## src/rtl/tempo_btn_controller.sv

```systemverilog
// -----------------------------------------------------------------------------
// tempo_btn_controller
//   Turns the debounced UP/DN tempo buttons into BPM changes for the metronome
//   tick generator: a single press steps once, a hold auto-repeats (slow, then
//   fast), and both buttons together restore the default tempo.
//
// Optional feature macro: TEMPO_FAST_REPEAT_EN
//   defined   : after FAST_AFTER slow repeat steps the repeat speeds up to one
//               step every FAST_CYC cycles.
//   undefined : no FAST state and no repeat counter; SLOW repeats until release.
//
// Ports
//   i_clk          system clock
//   i_rst          synchronous reset, active high (wins over every input)
//   i_up_btn       debounced UP level, 1 = held
//   i_up_pressed   1-cycle pulse on the UP press edge
//   i_dn_btn       debounced DN level, 1 = held
//   i_dn_pressed   1-cycle pulse on the DN press edge
//   o_bpm          current tempo, registered
//   o_bpm_changed  1-cycle pulse in the cycle o_bpm shows a new value
//   o_repeat       1 while auto-repeating (SLOW/FAST), registered
// -----------------------------------------------------------------------------
module tempo_btn_controller #(
    parameter int BPM_W       = 9,
    parameter int BPM_MIN     = 30,
    parameter int BPM_MAX     = 300,
    parameter int BPM_DEFAULT = 120,
    parameter int HOLD_CYC    = 50_000_000,
    parameter int SLOW_CYC    = 12_500_000,
    parameter int FAST_CYC    = 2_500_000,
    parameter int FAST_AFTER  = 8
) (
    input  logic             i_clk,
    input  logic             i_rst,
    input  logic             i_up_btn,
    input  logic             i_up_pressed,
    input  logic             i_dn_btn,
    input  logic             i_dn_pressed,
    output logic [BPM_W-1:0] o_bpm,
    output logic             o_bpm_changed,
    output logic             o_repeat
);

    // The interval counter is sized for the longest interval it has to time;
    // FAST_CYC is included even when the fast stage is not built.
    localparam int CNT_MAX_HS = (HOLD_CYC > SLOW_CYC) ? HOLD_CYC : SLOW_CYC;
    localparam int CNT_MAX    = (CNT_MAX_HS > FAST_CYC) ? CNT_MAX_HS : FAST_CYC;
    localparam int CNT_W      = (CNT_MAX > 1) ? $clog2(CNT_MAX) : 1;

    localparam logic [CNT_W-1:0] CNT_ZERO  = CNT_W'(0);
    localparam logic [CNT_W-1:0] CNT_ONE   = CNT_W'(1);
    localparam logic [CNT_W-1:0] HOLD_LAST = CNT_W'(HOLD_CYC - 1);
    localparam logic [CNT_W-1:0] SLOW_LAST = CNT_W'(SLOW_CYC - 1);

    localparam logic [BPM_W-1:0] BPM_ONE = BPM_W'(1);
    localparam logic [BPM_W-1:0] BPM_MIN_V = BPM_W'(BPM_MIN);
    localparam logic [BPM_W-1:0] BPM_MAX_V = BPM_W'(BPM_MAX);
    localparam logic [BPM_W-1:0] BPM_DEF_V = BPM_W'(BPM_DEFAULT);

    localparam logic [2:0] ST_IDLE = 3'd0;
    localparam logic [2:0] ST_WAIT = 3'd1;
    localparam logic [2:0] ST_SLOW = 3'd2;
    localparam logic [2:0] ST_FAST = 3'd3;
    localparam logic [2:0] ST_BOTH = 3'd4;

`ifdef TEMPO_FAST_REPEAT_EN
    localparam int REP_W = (FAST_AFTER > 1) ? $clog2(FAST_AFTER + 1) : 1;
    localparam logic [REP_W-1:0] REP_ZERO  = REP_W'(0);
    localparam logic [REP_W-1:0] REP_ONE   = REP_W'(1);
    localparam logic [REP_W-1:0] REP_FINAL = REP_W'(FAST_AFTER);
    localparam logic [CNT_W-1:0] FAST_LAST = CNT_W'(FAST_CYC - 1);

    logic [REP_W-1:0] rep_r;
    logic [REP_W-1:0] rep_nxt_s;
`endif

    logic [2:0]       state_r;
    logic [2:0]       state_nxt_s;
    logic             dir_up_r;
    logic             dir_up_nxt_s;
    logic [CNT_W-1:0] cnt_r;
    logic [CNT_W-1:0] cnt_nxt_s;
    logic [BPM_W-1:0] bpm_r;
    logic [BPM_W-1:0] bpm_nxt_s;
    logic             bpm_changed_r;
    logic             repeat_r;

    logic             held_s;
    logic             opp_press_s;
    logic [BPM_W-1:0] bpm_step_s;

    // One BPM step in the given direction, clamped to the tempo range.
    function automatic logic [BPM_W-1:0] step_bpm(input logic [BPM_W-1:0] cur,
                                                  input logic             up);
        logic [BPM_W-1:0] res;
        if (up) begin
            if (cur >= BPM_MAX_V) res = BPM_MAX_V;
            else                  res = cur + BPM_ONE;
        end else begin
            if (cur <= BPM_MIN_V) res = BPM_MIN_V;
            else                  res = cur - BPM_ONE;
        end
        return res;
    endfunction

    // Level of the latched button, the opposite button's press pulse, and the
    // stepped tempo in the latched direction.
    always_comb begin
        held_s      = dir_up_r ? i_up_btn : i_dn_btn;
        opp_press_s = dir_up_r ? i_dn_pressed : i_up_pressed;
        bpm_step_s  = step_bpm(bpm_r, dir_up_r);
    end

    // Next-state logic. In the held states the opposite press beats release,
    // and release beats a step falling due in the same cycle.
    always_comb begin
        state_nxt_s  = state_r;
        dir_up_nxt_s = dir_up_r;
        cnt_nxt_s    = cnt_r;
        bpm_nxt_s    = bpm_r;
`ifdef TEMPO_FAST_REPEAT_EN
        rep_nxt_s    = rep_r;
`endif
        case (state_r)
            ST_IDLE: begin
                if ((i_up_pressed && (i_dn_pressed || i_dn_btn)) ||
                    (i_dn_pressed && i_up_btn)) begin
                    state_nxt_s = ST_BOTH;
                    bpm_nxt_s   = BPM_DEF_V;
                    cnt_nxt_s   = CNT_ZERO;
                end else if (i_up_pressed) begin
                    state_nxt_s  = ST_WAIT;
                    dir_up_nxt_s = 1'b1;
                    bpm_nxt_s    = step_bpm(bpm_r, 1'b1);
                    cnt_nxt_s    = CNT_ZERO;
                end else if (i_dn_pressed) begin
                    state_nxt_s  = ST_WAIT;
                    dir_up_nxt_s = 1'b0;
                    bpm_nxt_s    = step_bpm(bpm_r, 1'b0);
                    cnt_nxt_s    = CNT_ZERO;
                end else begin
                    state_nxt_s = ST_IDLE;
                end
            end
            ST_WAIT: begin
                if (opp_press_s) begin
                    state_nxt_s = ST_BOTH;
                    bpm_nxt_s   = BPM_DEF_V;
                    cnt_nxt_s   = CNT_ZERO;
                end else if (!held_s) begin
                    state_nxt_s = ST_IDLE;
                    cnt_nxt_s   = CNT_ZERO;
                end else if (cnt_r == HOLD_LAST) begin
                    state_nxt_s = ST_SLOW;
                    bpm_nxt_s   = bpm_step_s;
                    cnt_nxt_s   = CNT_ZERO;
`ifdef TEMPO_FAST_REPEAT_EN
                    rep_nxt_s   = REP_ZERO;
`endif
                end else begin
                    cnt_nxt_s = cnt_r + CNT_ONE;
                end
            end
            ST_SLOW: begin
                if (opp_press_s) begin
                    state_nxt_s = ST_BOTH;
                    bpm_nxt_s   = BPM_DEF_V;
                    cnt_nxt_s   = CNT_ZERO;
                end else if (!held_s) begin
                    state_nxt_s = ST_IDLE;
                    cnt_nxt_s   = CNT_ZERO;
                end else if (cnt_r == SLOW_LAST) begin
                    bpm_nxt_s = bpm_step_s;
                    cnt_nxt_s = CNT_ZERO;
`ifdef TEMPO_FAST_REPEAT_EN
                    // The step that brings rep up to FAST_AFTER promotes to FAST.
                    rep_nxt_s = rep_r + REP_ONE;
                    if ((rep_r + REP_ONE) >= REP_FINAL) begin
                        state_nxt_s = ST_FAST;
                        rep_nxt_s   = REP_FINAL;
                    end else begin
                        state_nxt_s = ST_SLOW;
                    end
`endif
                end else begin
                    cnt_nxt_s = cnt_r + CNT_ONE;
                end
            end
`ifdef TEMPO_FAST_REPEAT_EN
            ST_FAST: begin
                if (opp_press_s) begin
                    state_nxt_s = ST_BOTH;
                    bpm_nxt_s   = BPM_DEF_V;
                    cnt_nxt_s   = CNT_ZERO;
                end else if (!held_s) begin
                    state_nxt_s = ST_IDLE;
                    cnt_nxt_s   = CNT_ZERO;
                end else if (cnt_r == FAST_LAST) begin
                    bpm_nxt_s = bpm_step_s;
                    cnt_nxt_s = CNT_ZERO;
                end else begin
                    cnt_nxt_s = cnt_r + CNT_ONE;
                end
            end
`endif
            ST_BOTH: begin
                // Press pulses are ignored here; only a full release exits.
                if (!i_up_btn && !i_dn_btn) state_nxt_s = ST_IDLE;
                else                        state_nxt_s = ST_BOTH;
            end
            default: begin
                state_nxt_s = ST_IDLE;
                cnt_nxt_s   = CNT_ZERO;
            end
        endcase
    end

    // State, counters and registered outputs.
    always_ff @(posedge i_clk) begin
        if (i_rst) begin
            state_r       <= ST_IDLE;
            dir_up_r      <= 1'b0;
            cnt_r         <= CNT_ZERO;
            bpm_r         <= BPM_DEF_V;
            bpm_changed_r <= 1'b0;
            repeat_r      <= 1'b0;
`ifdef TEMPO_FAST_REPEAT_EN
            rep_r         <= REP_ZERO;
`endif
        end else begin
            state_r       <= state_nxt_s;
            dir_up_r      <= dir_up_nxt_s;
            cnt_r         <= cnt_nxt_s;
            bpm_r         <= bpm_nxt_s;
            bpm_changed_r <= (bpm_nxt_s != bpm_r);
            repeat_r      <= (state_nxt_s == ST_SLOW) || (state_nxt_s == ST_FAST);
`ifdef TEMPO_FAST_REPEAT_EN
            rep_r         <= rep_nxt_s;
`endif
        end
    end

    assign o_bpm         = bpm_r;
    assign o_bpm_changed = bpm_changed_r;
    assign o_repeat      = repeat_r;

endmodule

```

## config.mk

```make
export PLATFORM = sky130hd
export DESIGN_NAME = tempo_btn_controller
export DESIGN_NICKNAME = d
export VERILOG_FILES = /design/src/rtl/tempo_btn_controller.sv
export SDC_FILE = /design/constraint.sdc
export NUM_CORES = 1
export LEC_CHECK = 0
export BUFFER_PORTS_ARGS = -buffer_cell sky130_fd_sc_hd__buf_4
export CORE_UTILIZATION = 55
export DETAILED_ROUTE_END_ITERATION = 12
export PLACE_DENSITY = 0.73
export SYNTH_ARGS = -nofsm -noshare
export SYNTH_HDL_FRONTEND = slang
export SYNTH_SLANG_ARGS = --single-unit
```

## constraint.sdc

```tcl
create_clock -name i_clk -period 8 [get_ports i_clk]
set_clock_uncertainty 0.05 [all_clocks]
set_input_delay 1.6 -clock i_clk [delete_from_list [all_inputs] [get_ports i_clk]]
set_output_delay 1.6 -clock i_clk [all_outputs]
set_load 0.01 [all_outputs]
```

Word-level counts from Yosys, hierarchy flattened

Index checks and enable logic that the tools add are counted.

Register bits: 41
Output and inout port bits: 11

Add/subtract/negate cells: 3
Magnitude comparators: 2
Eq/ne operators: 9
Multiplexer cells: 37
Bitwise gates (word level): 2
Reductions and logical operators: 12

Operators with widths:

| operator                | number |
|---|---|
| $mux W26                | 9 |
| $mux W9                 | 12 |
| $pmux W26 S4            | 1 |
| $pmux W9 S3             | 1 |
| $add A26 B1 Y26 const B | 1 |
| $eq A26 B24 Y1 const B  | 1 |
| $eq A26 B26 Y1 const B  | 1 |
| $mux W3                 | 7 |
| $pmux W3 S4             | 1 |
| $add A9 B1 Y9 const B   | 1 |
| $eq A3 B2 Y1 const B    | 3 |
| $ge A9 B9 Y1 const B    | 1 |
| $le A9 B5 Y1 const B    | 1 |
| $ne A9 B9 Y1            | 1 |
| $sub A9 B1 Y9 const B   | 1 |
| $mux W1                 | 6 |
| $ne A4 B4 Y1 const B    | 1 |
| $eq A3 B1 Y1 const B    | 1 |
| $eq A3 B3 Y1 const B    | 1 |
| $logic_and A1 B1 Y1     | 3 |
| $logic_not A3 Y1        | 1 |
| $logic_or A1 B1 Y1      | 3 |
| $reduce_and A3 Y1       | 1 |
| $logic_not A1 Y1        | 2 |
| 3 further kinds         | 4 |

Depth between registers and ports, before layout

Gate-level depths: netlist of the first run.

Depth in word-level cells: 8
Mapped depth: 11

Worst setup path before layout of the first run

No wires, ideal clock.

Kind: input to register
From: in i_up_pressed
To: reg bpm_changed_r, in the netlist o_bpm_changed
Library setup time: 0.141 ns
Data arrival time: 3.510 ns
Data required time: 7.809 ns
Path slack: 4.299 ns
Stages: 9
Cell sequence: clkbuf_1 > mux2i_1 > a21oi_1 > a211o_1 > a211o_1 > a21o_1 > a32o_2 > a2111oi_4 > a41oi_1

Longest elaborated chain between the ends: 5
Elaborated cells between the ends (all ways): 9
Classes of those cells: 1 x eq/ne; 6 x mux; 2 x reduce/logical

Ends and longest elaborated chain:

| element              | line | text |
|---|---|---|
| from (decl)          | 36   | `input logic i_up_pressed,` |
| $logic_and A1 B1 Y1  | 126  | `if ((i_up_pressed && (i_dn_pressed \|\| i_dn_btn)) \|\|` |
| $logic_or A1 B1 Y1   | 126  |  |
| $mux W9              | 126  |  |
| $pmux W9 S3 *        | 124  | `case (state_r)` |
| $ne A9 B9 Y1 *       | 235  | `bpm_changed_r <= (bpm_nxt_s != bpm_r);` |
| to (signal assigned) | 235  |  |
| to (decl)            | 85   | `logic bpm_changed_r;` |

Every way passes the cells marked *; elsewhere a longest branch is shown, timed or not.
A chain may end at the register's enable or synchronous reset.

Final worst setup path of the first run

From: in i_dn_pressed
To: reg bpm_changed_r, in the netlist o_bpm_changed

Longest elaborated chain between the ends: 6
Elaborated cells between the ends (all ways): 12
Classes of those cells: 1 x eq/ne; 7 x mux; 4 x reduce/logical

Ends and longest elaborated chain:

| element             | line | text |
|---|---|---|
| from (decl)         | 38   | `input logic i_dn_pressed,` |
| $logic_or A1 B1 Y1  | 126  |  |
| $logic_and A1 B1 Y1 | 126  |  |
| $logic_or A1 B1 Y1  | 126  |  |
| $mux W9             | 126  |  |
| $pmux W9 S3 *       | 124  |  |
| $ne A9 B9 Y1 *      | 235  |  |

Marked as above.

==> results of run 1 <==
==> layout make-up <==
type / instances / area [µm²] / share of cell area [%]
timing repair buffer: 17 / 128 / 3.71
clock buffer: 7 / 86.3 / 2.51
sequential: 41 / 821 / 23.8
tap: 72 / 90.1 / 2.62
inverter: 13 / 48.8 / 1.42
multi-input combinational: 362 / 2270 / 65.9
==> critical path: stages <==
cell and delay [ns]:
buf_4 0.18, mux2i_1 0.44, a21oi_1 0.16, a211o_1 0.27, a211o_1 0.24, a21o_1 0.19
a32o_2 0.29, a2111oi_4 0.33, a41oi_1 0.14
==> cell usage after synthesis, types with 9 or more instances <==
cell type / n / area (µm²)
xnor2_1: 15 / 131
xor2_1: 10 / 87.6
inv_1: 13 / 48.8
nand4_1: 9 / 56.3
nor2_1: 49 / 184
dfxtp_1: 41 / 821
nand2_1: 41 / 154
clkbuf_1: 22 / 82.6
nand3_1: 24 / 120
o21ai_0: 19 / 95.1
a21oi_1: 32 / 160
nor3_1: 14 / 70.1
==> logic make-up after synthesis <==
group,after synthesis,synth area share (%)
compound gates,131,28.4
mux,4,1.27
flops,41,25.3
simple gates,199,32.4
fa+ha+maj,3,1.16
xor+xnor,25,6.75
buf+inv,40,4.71
==> metrics by stage <==
| step | instances | hold slack [ns] | power (mW) | util (%) |
|---|---|---|---|---|
| 2_1_floorplan | 443 | 0.410 | 0.371 | - |
| 3_3_place_gp | 505 | 0.423 | 0.420 | 59.9 |
| 3_5_place_dp | 505 | 0.442 | 0.420 | 59.9 |
| 4_1_cts | 512 | 0.453 | 0.556 | 61.4 |
| 5_1_grt | 512 | 0.494 | 0.588 | 61.4 |
| 6_report | 512 | 0.451 | 0.559 | 61.4 |
==> layer usage <==
layer  wire (µm)  GRT usage (%)  vias up  share of wire [%]
met5           0              0        -                  0
met4          90           7.41        0               0.94
met3         951           6.09       12                9.9
met2        3940           45.0      169                 41
met1        4610           50.4     1638                 48
li1            -              -     1644                  -
==> path summary, 6_finish.rpt <==
kind / startpoint / to / slack [ns] / cells past startpoint
worst max-delay path: i_dn_pressed / o_bpm_changed / 4.28 / 9
worst min-delay path: cnt_r[1] / cnt_r[1] / 0.45 / 2
worst max register to register: o_bpm[6] / o_bpm_changed / 4.59 / 8
worst min register to register: cnt_r[1] / cnt_r[1] / 0.45 / 2
==> flip-flops by register name, indices dropped and copies added (netlist names) <==
register	flops
o_bpm	9
cnt_r	26
o_bpm_changed	1
state_r	3
o_repeat	1
dir_up_r	1
==> power by group through the flow <==
stage          combinational (mW)  clock (mW)  sequential [mW]
2_1_floorplan               0.144           0            0.227
6_report                    0.184       0.137            0.239
3_5_place_dp                0.178           0            0.242
5_1_grt                     0.201       0.147            0.240
3_3_place_gp                0.178           0            0.242
4_1_cts                     0.180       0.140            0.237
==> metrics.md, run 1 <==
| Metric | Value |
|---|---|
| Status | completed |
| # port buffers | 16 |
| Design internal power | 0.357 mW |
| DRC errors left | 0 |
| Gpl congestion | 0.986 |
| Fmax | 268 MHz |
| Switching Share | 36.2% |
| Pwr Density | about 160 mW/mm² |
| Core area | 0.00561 mm² |
| Global-route wire length before repair | approximately 16000 µm |
| Clock transition at path regs | 0.07 ns |
| Crit path arrival time | 3.83 ns |
| Initial antenna violation count | 0 |
| CP endpoint kind | register |
| CTS Buf Count | 5 |
| RSZ-0062 raised after global routing | no |
| Number of core rows | 27 |
| Clk root buf | clkbuf_8 |
| DRT Wirelength | 9590 µm |
| Worst EP required | slightly above 8 ns |
| Setup TNS | 0 ns |
| First-pass detailed-route iteration total | 5 |
| Post-Place Worst Slack | 4.03 ns |
| Hpwl dp | 7060 µm |
| Die Ht | just under 80 µm |
| Detail-routed via count per cell | 6.76 |
| Vias in the first global route | 3087 |
| Die ar. | 0.00621 mm² |
| Top FF cell, synth | dfxtp_1 |
| Congestion Overflow GR | 0 |
| Clock share of power | 24.5% |
| Final setup viols | 0 |
| H-tree levels | 2 |
| Relative slew slack | between 40% and 50% |
| Diode count | 0 |
| Post-DRT Antenna Nets | 0 |
| Distinct cells, synth | 68 |
| Area grow syn2layout | 6.17% |
| Final hold vios | 0 |
| I/O pins | 17 |
| Fin crit period | 3.72 ns |
| CP startpoint kind | input pin |
| PnR worst setup slack | 4.28 ns |
| Max Slew Vio Count | 0 |
| Crit Path Category | input pin to register |
| Tightest Pin Transition | 0.832 ns |
| Total of max-cap violations | 0 |
| Register area share after synthesis | 25.3% |
| NetSw | slightly above 0.2 mW |
| Leakage power | 1.15 nW |
| Die W | 78.8 µm |
| Fraction of layout cells with a size suffix above 1 | 9.09% |
| CTS Buffer Depth | 2 |
| YS warnings | 0 |
| Post CTS Setup Buffer Count | 0 |
| Initial Utilization | 57.9% |
| Share of power burned in registers | between 40 and 50% |
| Placement Cell Area | 0.00336 mm² |
| Skew-Pair Late Insertion Delay | 0.30 ns |
| Peak VDD IR | 0.103 mV |
| Synth Instances | 443 |
| Synthesized flop and latch total | 41 |
| Most frequent cells in the layout | nor2_1 (49), nand2_1 (41), dfxtp_1 (41), a21oi_1 (32), nand3_1 (24) |
| Wire per inst | 18.7 µm |
| Syn nets | 452 |
| Average cell area after synthesis | 7.32 µm² |
| Sink Count | 41 |
| Synth Cell Area | 0.00324 mm² |
| Final cell area excluding filler cells | 0.00344 mm² |
| 1st-iter DRT viols | 400 |
| Commonest non-fill, non-tap cell in the layout | nor2_1 |
| Hold buffer count at CTS | 0 |
| Post-synth ARST share | 0% |
| Comb power frac | 32.8% |
| HP Class | register to register |
| Period utilisation layout | approximately 47% |
| Overall global routing resource usage | 32.4% |
| DR vias | approximately 3500 |
| Post-CTS sizing | 0 |
| Post-synth EDFFs | 0 |
| Maximum number of pins on one net before global-route repair | 23 |
| Fill cells | approximately 550 |
| Worst Path Max Fanout | 22 |
| CTS tree | yes |
| Layout net count | 449 |
No activity file was read; power rests on OpenSTA's default activity.
==> run 2, diff against run 1 <==
clock period = 3.6 ns   (was 8 ns; I/O delays follow)
==> run 2 against run 1 <==
Compared with the run above: global-route usage increased by 0.32 points; count of clock-buffer cells in the layout shrank 2; flip-flop and latch count unchanged; cell count grew 2.7%; register-to-register slack worse by 4.1 ns; combinational power rose by 150%; critical path depth fell by 1; first-iteration DRC count rose by 21%; critical path type is now register to register.
==> metrics.md, run 2 (synthesis results as in run 1) <==
| Metric | Value |
|---|---|
| DRC errors left | 0 (unchanged) |
| CTS Buf Count | 5 (unchanged) |
| CP endpoint kind | register (unchanged) |
| Clk root buf | clkbuf_8 (unchanged) |
| Layout net count | 462 (was 449) |
| Diode count | 0 (unchanged) |
| Fraction of layout cells with a size suffix above 1 | 12.1% (was 9.09%) |
| DRT Wirelength | 9650 µm (was 9590 µm) |
| Global-route wire length before repair | 15900 µm (was 15800 µm) |
| CTS Buffer Depth | 2 (unchanged) |
| Worst Path Max Fanout | 11 (was 22) |
| Wire per inst | 18.3 µm (was 18.7 µm) |
| Commonest non-fill, non-tap cell in the layout | nor2_1 (unchanged) |
| Crit path arrival time | 3.17 ns (was 3.83 ns) |
| Die Ht | 78.8 µm (unchanged) |
| Skew-Pair Late Insertion Delay | 0.30 ns (about the same) |
| Crit-path cells | a2111oi_2 -> o21ai_1 -> o221ai_1 -> o21ai_0 -> a21oi_1 -> o221ai_1 -> a2111oi_4 -> a41oi_1 (was buf_4 -> mux2i_1 -> a21oi_1 -> a211o_1 -> a211o_1 -> a21o_1 -> a32o_2 -> a2111oi_4 -> a41oi_1) |
| Leakage power | 1.23 nW (was 1.15 nW) |
| Fill cells | 518 (was 547) |
| Relative slew slack | 50.8% (was 44.0%) |
| Detail-routed via count per cell | 6.75 (was 6.76) |
| Register-to-Register Setup Slack | 0.53 ns (was 4.59 ns) |
| Final cell area excluding filler cells | 0.00359 mm² (was 0.00344 mm²) |
| Gpl congestion | 0.957 (was 0.986) |
| Post-DRT Antenna Nets | 0 (unchanged) |
| Pwr Density | 394 mW/mm² (was 162 mW/mm²) |
| First-pass detailed-route iteration total | 5 (unchanged) |
| Hold Crit Endpoint | cnt_r[1] (unchanged) |
| Placement Cell Area | 0.00346 mm² (was 0.00336 mm²) |
| Fmax | 326 MHz |
| Min-Delay Path Depth | 2 (unchanged) |
| Max reg flops | 26 (unchanged) |
| Slowest stage cell, crit path | a2111oi_2 (was mux2i_1) |
| Post-CTS sizing | 0 (unchanged) |
| Hpwl dp | 7050 µm (was 7060 µm) |
| Reg-to-Reg End | o_bpm_changed (unchanged) |
| I/O pins | 17 (unchanged) |
| DR vias | 3553 (was 3463) |
| Final hold vios | 0 (unchanged) |
| Initial antenna violation count | 0 (unchanged) |
| Peak VDD IR | 0.372 mV (was 0.103 mV) |
| Setup TNS | 0 ns (unchanged) |
| CP startpoint kind | register (was input pin) |
| Core area | 0.00561 mm² (unchanged) |
| 1st-iter DRT viols | 482 (was 400) |
| Fin crit period | 3.07 ns |
| Die W | 78.8 µm (unchanged) |
| Reg2reg start | o_bpm[2] (was o_bpm[6]) |
| Post CTS Setup Buffer Count | 0 (unchanged) |
| Most frequent cells in the layout | nor2_1 (49), nand2_1 (41), dfxtp_1 (41), a21oi_1 (32), buf_4 (30) (was nor2_1 (49), nand2_1 (41), dfxtp_1 (41), a21oi_1 (32), nand3_1 (24)) |
| CTS tree | yes (unchanged) |
| Clock transition at path regs | 0.08 ns (was 0.07 ns) |
| Non-filler cells, final | 526 (was 512) |
| Crit Path Category | register to register (was input pin to register) |
| Max incr delay on CP | 0.66 ns (was 0.44 ns) |
| Overall power | 1.41 mW (was 0.559 mW) |
| Congestion Overflow GR | 0 (unchanged) |
| Period utilisation layout | 85.2% |
| Status | completed (unchanged) |
| Worst r2r path cells | 8 (unchanged) |
| Hold buffer count at CTS | 0 (unchanged) |
| Tightest Pin Transition | 0.738 ns (was 0.832 ns) |
| Maximum number of pins on one net before global-route repair | 23 (unchanged) |
| Number of core rows | 27 (unchanged) |
| Vias in the first global route | 3131 (was 3087) |
| Max Slew Vio Count | 0 (unchanged) |
| DP Cell Count | 518 (was 505) |
| Die ar. | 0.00621 mm² (unchanged) |
| Worst EP required | 3.71 ns (was 8.11 ns) |
| H-tree levels | 2 (unchanged) |
| Sink Count | 41 (unchanged) |
| Overall global routing resource usage | 32.7% (was 32.4%) |
| Hold_sp | cnt_r[1] (unchanged) |
| Largest Register | cnt_r (unchanged) |
| Area grow syn2layout | 10.8% (was 6.17%) |
| RSZ-0062 raised after global routing | no (unchanged) |
| Total of max-cap violations | 0 (unchanged) |
| HP Class | register to register (unchanged) |
| Final setup viols | 0 (unchanged) |
| Initial Utilization | 57.9% (unchanged) |
| CP most frequent cell | o221ai_1 (was a211o_1) |
| # port buffers | 16 (unchanged) |
run 2: changes by cell type in the layout (fill, tap and decap cells not counted), sizes merged:
cell | previous run | this run
buf | 17 | 30
inv | 13 | 14
clkbuf | 7 | 5
bufinv | 0 | 2
run 2: worst max path at each step:
stage	startpoint	endpoint
global placement	o_bpm[1]	o_bpm_changed
CTS	o_bpm[2]	o_bpm_changed
floorplan	i_up_pressed	o_bpm_changed
detailed placement	i_dn_pressed	o_bpm_changed
finish	o_bpm[2]	o_bpm_changed
global route	o_bpm[2]	o_bpm_changed
run 2: cell type report:
| class | instances | area, µm² | share of cell area, % |
|---|---|---|---|
| multi-input cells | 362 | 2270 | 63.2 |
| flip-flops and latches | 41 | 821 | 22.8 |
| repair buffers | 30 | 225 | 6.27 |
| well taps | 72 | 90.1 | 2.51 |
| clock buffers | 5 | 68.8 | 1.92 |
| clock inverters | 3 | 68.8 | 1.92 |
| inverters | 13 | 48.8 | 1.36 |
run 2: critical path, delay by kind of cell, from the launching register on:
kind | cells | cell delay (ns)
AOI/OAI and AO/OA | 8 | 2.46
DFF | 1 | 0.43
run 2: metrics by stage:
stage	util [%]	hold slack [ns]	worst slack, ns
3_3_place_gp	61.6	0.426	0.617
6_report	64.1	0.451	0.533
2_1_floorplan	-	0.410	0.779
5_1_grt	64.1	0.489	0.275
3_5_place_dp	61.6	0.441	0.596
4_1_cts	64.1	0.453	0.637
run 2: where the power goes:
part / total, mW / internal, mW / switching, mW
clock network: 0.452 / 0.279 / 0.173
registers: 0.505 / 0.472 / 0.0330
logic: 0.457 / 0.184 / 0.273
run 2: layer usage:
metal	share of wire (%)	GRT usage (%)
met4	1.4	9.44
met5	0	0
met1	46	49.8
met2	40	44.3
met3	12	8.05
